===== src/rtl/cpu_trace_pkg.sv =====
// ----------------------------------------------------------------------------
// cpu_trace_pkg
//   Shared definitions for the CPU run controller / write-back trace recorder.
//   - FSM state encoding
//   - trace entry width and field offsets inside rd_data_o
//     entry layout (MSB..LSB): {cycle[CYC_W], pc[PC_W], rd[5], data[XLEN]}
// ----------------------------------------------------------------------------
package cpu_trace_pkg;

    typedef logic [1:0] state_t;

    localparam logic [1:0] ST_IDLE  = 2'd0;
    localparam logic [1:0] ST_RUN   = 2'd1;
    localparam logic [1:0] ST_DRAIN = 2'd2;
    localparam logic [1:0] ST_DONE  = 2'd3;

    localparam int RD_W = 5;

    function automatic int ent_w(input int cyc_w, input int pc_w, input int xlen);
        return cyc_w + pc_w + RD_W + xlen;
    endfunction

    // LSB position of each field within an entry
    function automatic int off_data();
        return 0;
    endfunction

    function automatic int off_rd(input int xlen);
        return xlen;
    endfunction

    function automatic int off_pc(input int xlen);
        return xlen + RD_W;
    endfunction

    function automatic int off_cyc(input int xlen, input int pc_w);
        return xlen + RD_W + pc_w;
    endfunction

endpackage


===== src/rtl/cpu_trace_monitor_fifo.sv =====
// ----------------------------------------------------------------------------
// trace_fifo
//   First-word fall-through FIFO holding trace entries.
//   Ports:
//     clk_i, rst_i  clock, async active-low reset (pointers only)
//     push, wdata   write request; ignored when full unless popping too
//     pop           read request; ignored when empty
//     rdata         head entry (0 while empty)
//     full, empty   status
//   Pointers carry one extra wrap bit so full/empty are distinguishable.
// ----------------------------------------------------------------------------
module trace_fifo
    import cpu_trace_pkg::*;
#(
    parameter int WIDTH = 8,
    parameter int DEPTH = 16
) (
    input  logic             clk_i,
    input  logic             rst_i,
    input  logic             push,
    input  logic             pop,
    input  logic [WIDTH-1:0] wdata,
    output logic [WIDTH-1:0] rdata,
    output logic             full,
    output logic             empty
);

    localparam int AW = $clog2(DEPTH);

    logic [AW:0]      r_wptr;
    logic [AW:0]      r_rptr;
    logic [WIDTH-1:0] r_mem [DEPTH];

    logic w_do_pop;
    logic w_do_push;

    assign empty = (r_wptr == r_rptr);
    assign full  = (r_wptr[AW] != r_rptr[AW]) && (r_wptr[AW-1:0] == r_rptr[AW-1:0]);

    assign w_do_pop  = pop & ~empty;
    // a pop in the same cycle frees the slot, so a full FIFO still accepts
    assign w_do_push = push & (~full | w_do_pop);

    // masked head keeps rd_data_o at 0 while nothing is valid
    assign rdata = empty ? '0 : r_mem[r_rptr[AW-1:0]];

    always_ff @(posedge clk_i or negedge rst_i) begin
        if (!rst_i) begin
            r_wptr <= '0;
            r_rptr <= '0;
        end else begin
            if (w_do_push) r_wptr <= r_wptr + 1'b1;
            if (w_do_pop)  r_rptr <= r_rptr + 1'b1;
        end
    end

    always_ff @(posedge clk_i) begin
        if (w_do_push) r_mem[r_wptr[AW-1:0]] <= wdata;
    end

endmodule


===== src/rtl/cpu_trace_monitor.sv =====
// ----------------------------------------------------------------------------
// cpu_trace_monitor
//   Run controller and write-back trace recorder for the CPU.
//   A start rising edge arms a run; the run stops after MAX_CYCLES cycles or
//   when the PC hits halt_pc_i. Every non-x0 register write during the run is
//   stored as {cycle, pc, rd, data} in a FIFO drained through rd_valid/ready.
//   Ports:
//     clk_i, rst_i               clock, async active-low reset
//     start_i                    level, rising edge starts a run (IDLE/DONE)
//     pc_i                       current CPU PC
//     rf_we_i/rf_waddr_i/rf_wdata_i  register-file write-back
//     halt_en_i, halt_pc_i       PC-match stop
//     rd_ready_i, rd_valid_o, rd_data_o  trace drain port
//     running_o, done_o          registered FSM decodes
//     cycle_cnt_o                cycles elapsed in current run
//     overflow_o, drop_cnt_o     dropped-entry status for current run
// ----------------------------------------------------------------------------
module cpu_trace_monitor
    import cpu_trace_pkg::*;
#(
    parameter int XLEN       = 32,
    parameter int PC_W       = 32,
    parameter int CYC_W      = 16,
    parameter int DEPTH      = 16,
    parameter int MAX_CYCLES = 30,
    localparam int ENT_W     = ent_w(CYC_W, PC_W, XLEN)
) (
    input  logic             clk_i,
    input  logic             rst_i,
    input  logic             start_i,
    input  logic [PC_W-1:0]  pc_i,
    input  logic             rf_we_i,
    input  logic [4:0]       rf_waddr_i,
    input  logic [XLEN-1:0]  rf_wdata_i,
    input  logic             halt_en_i,
    input  logic [PC_W-1:0]  halt_pc_i,
    input  logic             rd_ready_i,
    output logic             rd_valid_o,
    output logic [ENT_W-1:0] rd_data_o,
    output logic             running_o,
    output logic             done_o,
    output logic [CYC_W-1:0] cycle_cnt_o,
    output logic             overflow_o,
    output logic [CYC_W-1:0] drop_cnt_o
);

    logic [1:0]       r_state;
    logic [1:0]       w_state_nxt;
    logic             r_start_q;
    logic             r_running;
    logic             r_done;
    logic [CYC_W-1:0] r_cnt;
    logic             r_ovf;
    logic [CYC_W-1:0] r_drop;

    logic             w_start_rise;
    logic             w_stop;
    logic             w_enter_run;
    logic             w_in_run;
    logic             w_push;
    logic             w_pop;
    logic             w_drop;
    logic             w_full;
    logic             w_empty;
    logic [ENT_W-1:0] w_entry;
    logic [ENT_W-1:0] w_rdata;

    assign w_start_rise = start_i & ~r_start_q;
    assign w_in_run     = (r_state == ST_RUN);
    assign w_stop       = (r_cnt == CYC_W'(MAX_CYCLES - 1)) |
                          (halt_en_i & (pc_i == halt_pc_i));

    always_comb begin
        w_state_nxt = r_state;
        case (r_state)
            ST_IDLE:  if (w_start_rise) w_state_nxt = ST_RUN;
            ST_RUN:   if (w_stop)       w_state_nxt = ST_DRAIN;
            ST_DRAIN: if (w_empty)      w_state_nxt = ST_DONE;
            ST_DONE:  if (w_start_rise) w_state_nxt = ST_RUN;
            default:                    w_state_nxt = ST_IDLE;
        endcase
    end

    assign w_enter_run = (w_state_nxt == ST_RUN) & ~w_in_run;

    // capture qualification: only architectural writes during the run
    assign w_push  = w_in_run & rf_we_i & (rf_waddr_i != 5'd0);
    assign w_pop   = ~w_empty & rd_ready_i;
    assign w_drop  = w_push & w_full & ~w_pop;
    assign w_entry = {r_cnt, pc_i, rf_waddr_i, rf_wdata_i};

    always_ff @(posedge clk_i or negedge rst_i) begin
        if (!rst_i) begin
            r_state   <= ST_IDLE;
            r_start_q <= 1'b0;
            r_running <= 1'b0;
            r_done    <= 1'b0;
        end else begin
            r_state   <= w_state_nxt;
            r_start_q <= start_i;
            // decode the next state so the flags line up with r_state
            r_running <= (w_state_nxt == ST_RUN);
            r_done    <= (w_state_nxt == ST_DONE);
        end
    end

    // the stop cycle keeps its own timestamp, so the count freezes there
    always_ff @(posedge clk_i or negedge rst_i) begin
        if (!rst_i) begin
            r_cnt <= '0;
        end else if (w_enter_run) begin
            r_cnt <= '0;
        end else if (w_in_run && !w_stop) begin
            r_cnt <= r_cnt + 1'b1;
        end
    end

    always_ff @(posedge clk_i or negedge rst_i) begin
        if (!rst_i) begin
            r_ovf  <= 1'b0;
            r_drop <= '0;
        end else if (w_enter_run) begin
            r_ovf  <= 1'b0;
            r_drop <= '0;
        end else if (w_drop) begin
            r_ovf <= 1'b1;
            if (r_drop != '1) r_drop <= r_drop + 1'b1;
        end
    end

    trace_fifo #(
        .WIDTH (ENT_W),
        .DEPTH (DEPTH)
    ) u_fifo (
        .clk_i (clk_i),
        .rst_i (rst_i),
        .push  (w_push),
        .pop   (w_pop),
        .wdata (w_entry),
        .rdata (w_rdata),
        .full  (w_full),
        .empty (w_empty)
    );

    assign rd_valid_o  = ~w_empty;
    assign rd_data_o   = w_rdata;
    assign running_o   = r_running;
    assign done_o      = r_done;
    assign cycle_cnt_o = r_cnt;
    assign overflow_o  = r_ovf;
    assign drop_cnt_o  = r_drop;

endmodule


===== config.mk =====
export PLATFORM = sky130hd
export DESIGN_NAME = cpu_trace_monitor
export DESIGN_NICKNAME = d
export VERILOG_FILES = /design/src/rtl/cpu_trace_pkg.sv /design/src/rtl/cpu_trace_monitor_fifo.sv /design/src/rtl/cpu_trace_monitor.sv
export SDC_FILE = /design/constraint.sdc
export NUM_CORES = 2
export LEC_CHECK = 0
export CAP_MARGIN = 25
export CORE_MARGIN = 3
export CORE_UTILIZATION = 55
export CTS_CLUSTER_DIAMETER = 60
export DETAILED_ROUTE_END_ITERATION = 10
export GPL_TIMING_DRIVEN = 0
export HOLD_SLACK_MARGIN = 0.1
export PLACE_DENSITY_LB_ADDON = 0.15
export SKIP_CTS_REPAIR_TIMING = 1
export SLEW_MARGIN = 20
export SYNTH_ARGS = -nofsm -noshare
export SYNTH_HDL_FRONTEND = slang
export SYNTH_HIERARCHICAL = 1
export SYNTH_SLANG_ARGS = --single-unit

===== constraint.sdc =====
create_clock -name clk_i -period 10.85 [get_ports clk_i]
set_clock_uncertainty 0.1 [all_clocks]
set_input_delay 2.17 -clock clk_i [delete_from_list [all_inputs] [get_ports clk_i]]
set_output_delay 2.17 -clock clk_i [all_outputs]
set_load 0.03 [all_outputs]

== Word level (Yosys, flattened, before mapping) ==
Memories as Yosys holds them, arrays and structs flattened.
Cells that the tools add are included.
Operators by class
  reduce and logical (&&, ||, !) cells: 10
  muxes and demuxes: 14
  bitwise operators: 17
  equality and inequality tests: 11
  $add $sub $neg: 4
Operators with widths (number)
  $mux 85: 1
  $mux 16: 5
  $add 16x1->16 const B: 2
  $eq 32x32->1: 1
  $eq 16x5->1 const B: 1
  $ne 16x16->1 const B: 1
  $add 5x1->5 const B: 2
  $and 1x1->1: 10
  $eq 2x2->1 const B: 3
  $mux 2: 3
  $pmux 2 s3: 1
  $reduce_bool 2->1: 3
  $eq 5x5->1: 1
  $not 1->1: 5
  $reduce_bool 5->1: 1
  $eq 2x1->1 const B: 2
  $eq 4x4->1: 1
  $mux 1: 4
  $logic_and 1x1->1: 2
  $logic_not 2->1: 1
  $or 1x1->1: 2
  $reduce_and 2->1: 1
  $reduce_or 2->1: 1
  $logic_not 1->1: 1
  $ne 1x1->1: 1
Word-level totals
  memories: 1
  flip-flop bits (word level): 48
  RAM bits: 1360
  output and inout bits: 121
  word-level logic and storage cells: 66
Memory list
  u_fifo.r_mem: depth 16, bits a word 85, rd ports 1, clocked after memory_dff 0, wr ports 1, RTL line cpu_trace_monitor_fifo.sv:32  | logic [WIDTH-1:0] r_mem [DEPTH];

== Depth between registers and ports, before layout ==
  depth after elaboration: 9
  gate-level depth with buffers: 11
  depth with buffers taken out: 9

== Modules after synthesis ==
Netlist, hierarchy kept.
By module, submodules not included
  trace_fifo: times used 1, area an instance 51635.8 um^2, cells an instance 2152, sequential area each 41089.4 um^2
  cpu_trace_monitor: times used 1, area an instance 2408.6 um^2, cells an instance 255, sequential area each 950.9 um^2

== Worst setup path before layout ==
Ideal clock, no wire load.
  kind: input -> register
  from: input rd_ready_i
  to: memory u_fifo/r_mem[11][0] (netlist name) (enable)
  path slack: 1.077 ns
  stages: 3
  buffers on the path: 0
  arrival: 9.022 ns
  path through: nor2b_1 -> o311ai_4 -> nor3b_1
Between the ends
  cells in the longest elaborated chain, start to end: 6
Ends and longest elaborated chain
  from (decl): RTL line cpu_trace_monitor.sv:37  | input logic rd_ready_i,
  $and 1x1->1: RTL line cpu_trace_monitor.sv:88  | assign w_pop = ~w_empty & rd_ready_i;
  $and 1x1->1: RTL line cpu_trace_monitor_fifo.sv:40  | assign w_do_pop = pop & ~empty;
  $or 1x1->1: RTL line cpu_trace_monitor_fifo.sv:42  | assign w_do_push = push & (~full | w_do_pop);
  $and 1x1->1: RTL line cpu_trace_monitor_fifo.sv:42
  $mux 1: RTL line cpu_trace_monitor_fifo.sv:58  | if (w_do_push) r_mem[r_wptr[AW-1:0]] <= wdata;
  $mux 1 (implied by the code): RTL line cpu_trace_monitor_fifo.sv:58
  to (decl): RTL line cpu_trace_monitor_fifo.sv:32
Every way passes these cells.

== Worst setup path after layout ==
  from: register u_fifo.r_rptr[2]
  to: output rd_data_o[75]
Between the ends
  cells in the longest elaborated chain, start to end: 2
  elaborated cells on any way between the ends: 3
  classes of those cells: 1 x eq/ne; 1 x mux; 1 x memory
Ends and longest elaborated chain
  from (decl): RTL line cpu_trace_monitor_fifo.sv:31  | logic [AW:0] r_rptr;
  from (signal assigned): RTL line cpu_trace_monitor_fifo.sv:53  | if (w_do_pop) r_rptr <= r_rptr + 1'b1;
  $mem_v2 16x85 or $eq 5x5->1 (tied branches)
  $mux 85 *: RTL line cpu_trace_monitor_fifo.sv:45  | assign rdata = empty ? '0 : r_mem[r_rptr[AW-1:0]];
  to (decl): RTL line cpu_trace_monitor.sv:39  | output logic [ENT_W-1:0] rd_data_o,
Mark *: on every way between the ends. The rest lies on a longest branch, timed or not.

==> metrics <==
outcome=finished, final reports clean; post-route ant nets=0; endpoint type of the worst setup path=primary output; initial antenna violation count=6; Syn Area/Cell=22.45 um2; io pins=228; global-route wire length before repair=191200 um; EDFF count, synth=1360; met1 WL=53610 um; WL met3=10050 um; startpoint types=flop; Die Width=319.5 um; vias in the first global route=28030; DIE HEIGHT=319.5 um; Max Cap Viol=0; FFs w/ async S/R, synth=0.03409; Distinct cells, synth=56; minimum clock period=6.671 ns; post-route insts no fill=4225; 1st-iter DRT viols=3283; starting density of the core=0.5572; synthesized flop and latch total=1408; post-DP HPWL=78360 um; Worst VDD drop=0.2324 mV; Port Buffers=227; pre-CTS setup slack=4.931 ns; share of cells above drive strength 1=0.2363; TritonCTS clock tree=built; # DRC=0; DR WL/cell=30.72 um; DR top layer=met5; Worst-path clk slew=0.06 ns; cells after synthesis=2407; top post-synthesis cells by area=edfxtp_1, mux4_2, a22oi_1, dfrtp_1, a21oi_1; Slew HR=0.3220; final hold violation count=0; critical path arrival=4.40 ns; worst-path fanout max=10; met2 WL=63200 um; root buffer cell=clkbuf_16; Syn Nets=2524; detailed-route wire length=129800 um; H-tree depth=4; Pwr Density=273.9 nW/um2; Die Area=102100 um2; final worst-path cycle share=0.6148; GP Congestion=0.8134; worst min path class=reg -> reg; Syn-to-layout area delta=17.69%; Cells after DPL=3973; TritonCTS buffer count=141; top cell type's share of synthesized area=0.7557; Final Setup Violations=0; largest net degree at the start of global routing=49; crit path kind=reg -> out; Rows=114; core area=96990 um2; clock tree buffer depth=3; Leak Pwr=20.27 nW; Fmax=0.1499 GHz; Synth Warn #=6; Syn Std Cell Area=54040 um2; worst skew pair latency=0.73 ns; sequential element share of the synthesized area=0.7779; worst-margin pin slew=1.017 ns; Synth Flop Type=edfxtp_1; final net count=2957; Synth area leader=edfxtp_1; grt ovf=0; final worst slack=4.179 ns; fin. max-slew vios=0; gr usage total=0.2585; commonest cells in the synthesized netlist=edfxtp_1, mux4_2, a22oi_1; unrepaired setup endpoints after global routing=false; DR vias/cell=6.477; DRT Pass-1 Iters=8; Critical Path RT=8.58 ns; vias post-DR=27370; most numerous cell in the Yosys netlist=edfxtp_1; CTS sink count=1408
[placed cells by master (no fill, tap or decap), types with 10 or more instances in the layout]
master,instances
clkbuf_16,147
clkdlybuf4s50_1,226
nand4_1,16
and3_4,14
dfrtp_1,48
mux4_2,338
bufinv_16,13
inv_1,11
xor2_1,14
buf_16,23
clkinv_2,19
clkbuf_1,89
a22oi_1,170
nand3_1,12
buf_6,26
buf_2,39
edfxtp_1,1360
xnor2_1,43
nand2_1,19
ha_1,10
clkinv_1,23
buf_12,13
buf_4,38
nor2_1,20
a21oi_1,98
[registers in the layout, summed over array words and instances, names as in the netlist]
name	count
running_o	1
cycle_cnt_o	16
drop_cnt_o	16
done_o	1
u_fifo/r_wptr	5
overflow_o	1
r_start_q	1
u_fifo/r_rptr	5
u_fifo/r_mem	1360
r_state	2
[layout make-up]
class | count | area, um2
Clock inverter | 67 | 671.9
Inverter | 11 | 41.29
Fill cell | 6303 | 33390
Buffer | 136 | 775.7
Sequential cell | 1408 | 42040
Multi-Input combinational cell | 852 | 11270
Antenna cell | 4 | 10.01
Tap cell | 1276 | 1597
Timing Repair Buffer | 290 | 3382
Clock buffer | 181 | 3816
[kinds of logic (layout without fill, tap and decap cells)]
| family | Yosys count | in the layout | share of synthesized area |
|---|---|---|---|
| flip-flops | 1408 | 1408 | 0.7779 |
| multiplexers | 342 | 342 | 0.1422 |
| AO/OA/AOI/OAI | 311 | 311 | 0.03931 |
| buffers and inverters | 147 | 685 | 0.01512 |
| AND/OR/NAND/NOR | 132 | 132 | 0.01391 |
| XOR/XNOR | 57 | 57 | 0.009237 |
| adder cells (fa/ha/maj) | 10 | 10 | 0.002315 |
| other | 0 | 4 | 0 |
[worst paths after layout]
check | from | end | slack [ns] | cells past startpoint
min in group asynchronous | rst_i | cycle_cnt_o[5] | 1.38 | 1
worst max-delay path | u_fifo/r_rptr[2] | rd_data_o[75] | 4.18 | 7
worst max register to register | u_fifo/r_rptr[0] | u_fifo/r_mem[11][55] | 6.21 | 12
worst min register to register | overflow_o | overflow_o | 0.43 | 2
worst min-delay path | overflow_o | overflow_o | 0.43 | 2
max in group asynchronous | rst_i | u_fifo/r_wptr[2] | 8.80 | 1
[power by group]
part | total, mW | switching, mW | internal, mW
registers | 6.62 | 0.131 | 6.49
logic | 6.06 | 3.59 | 2.47
clock network | 4.73 | 1.95 | 2.79
[stage by stage]
step	TNS [ns]	util	total power [mW]	hold WS [ns]	area [um2]
detailed placement	0	0.6094	12.82	0.4226	59110
finish	0	0.6558	17.42	0.4349	63610
CTS	0	0.6557	17.55	0.4386	63600
global route	0	0.6557	18.05	0.4551	63600
global placement	-1445.59	0.5971	12.72	0.3909	57910
floorplan	0	-	10.43	0.3977	54040
[critical path: stages, from the launching register on]
cell             delay (ns)
dfrtp_1                0.35
buf_2                  0.16
nor2_1                 0.33
clkbuf_1               0.76
clkbuf_1               0.65
a22oi_1                0.17
a21oi_1                0.46
clkdlybuf4s50_1        0.77
[layer usage]
metal / vias up / global-route usage
met5: - / 0
met4: 2 / 0.07281
met3: 168 / 0.04955
met2: 1253 / 0.4074
met1: 14760 / 0.3778
li1: 11190 / -
(Power assumes the default switching activity.)
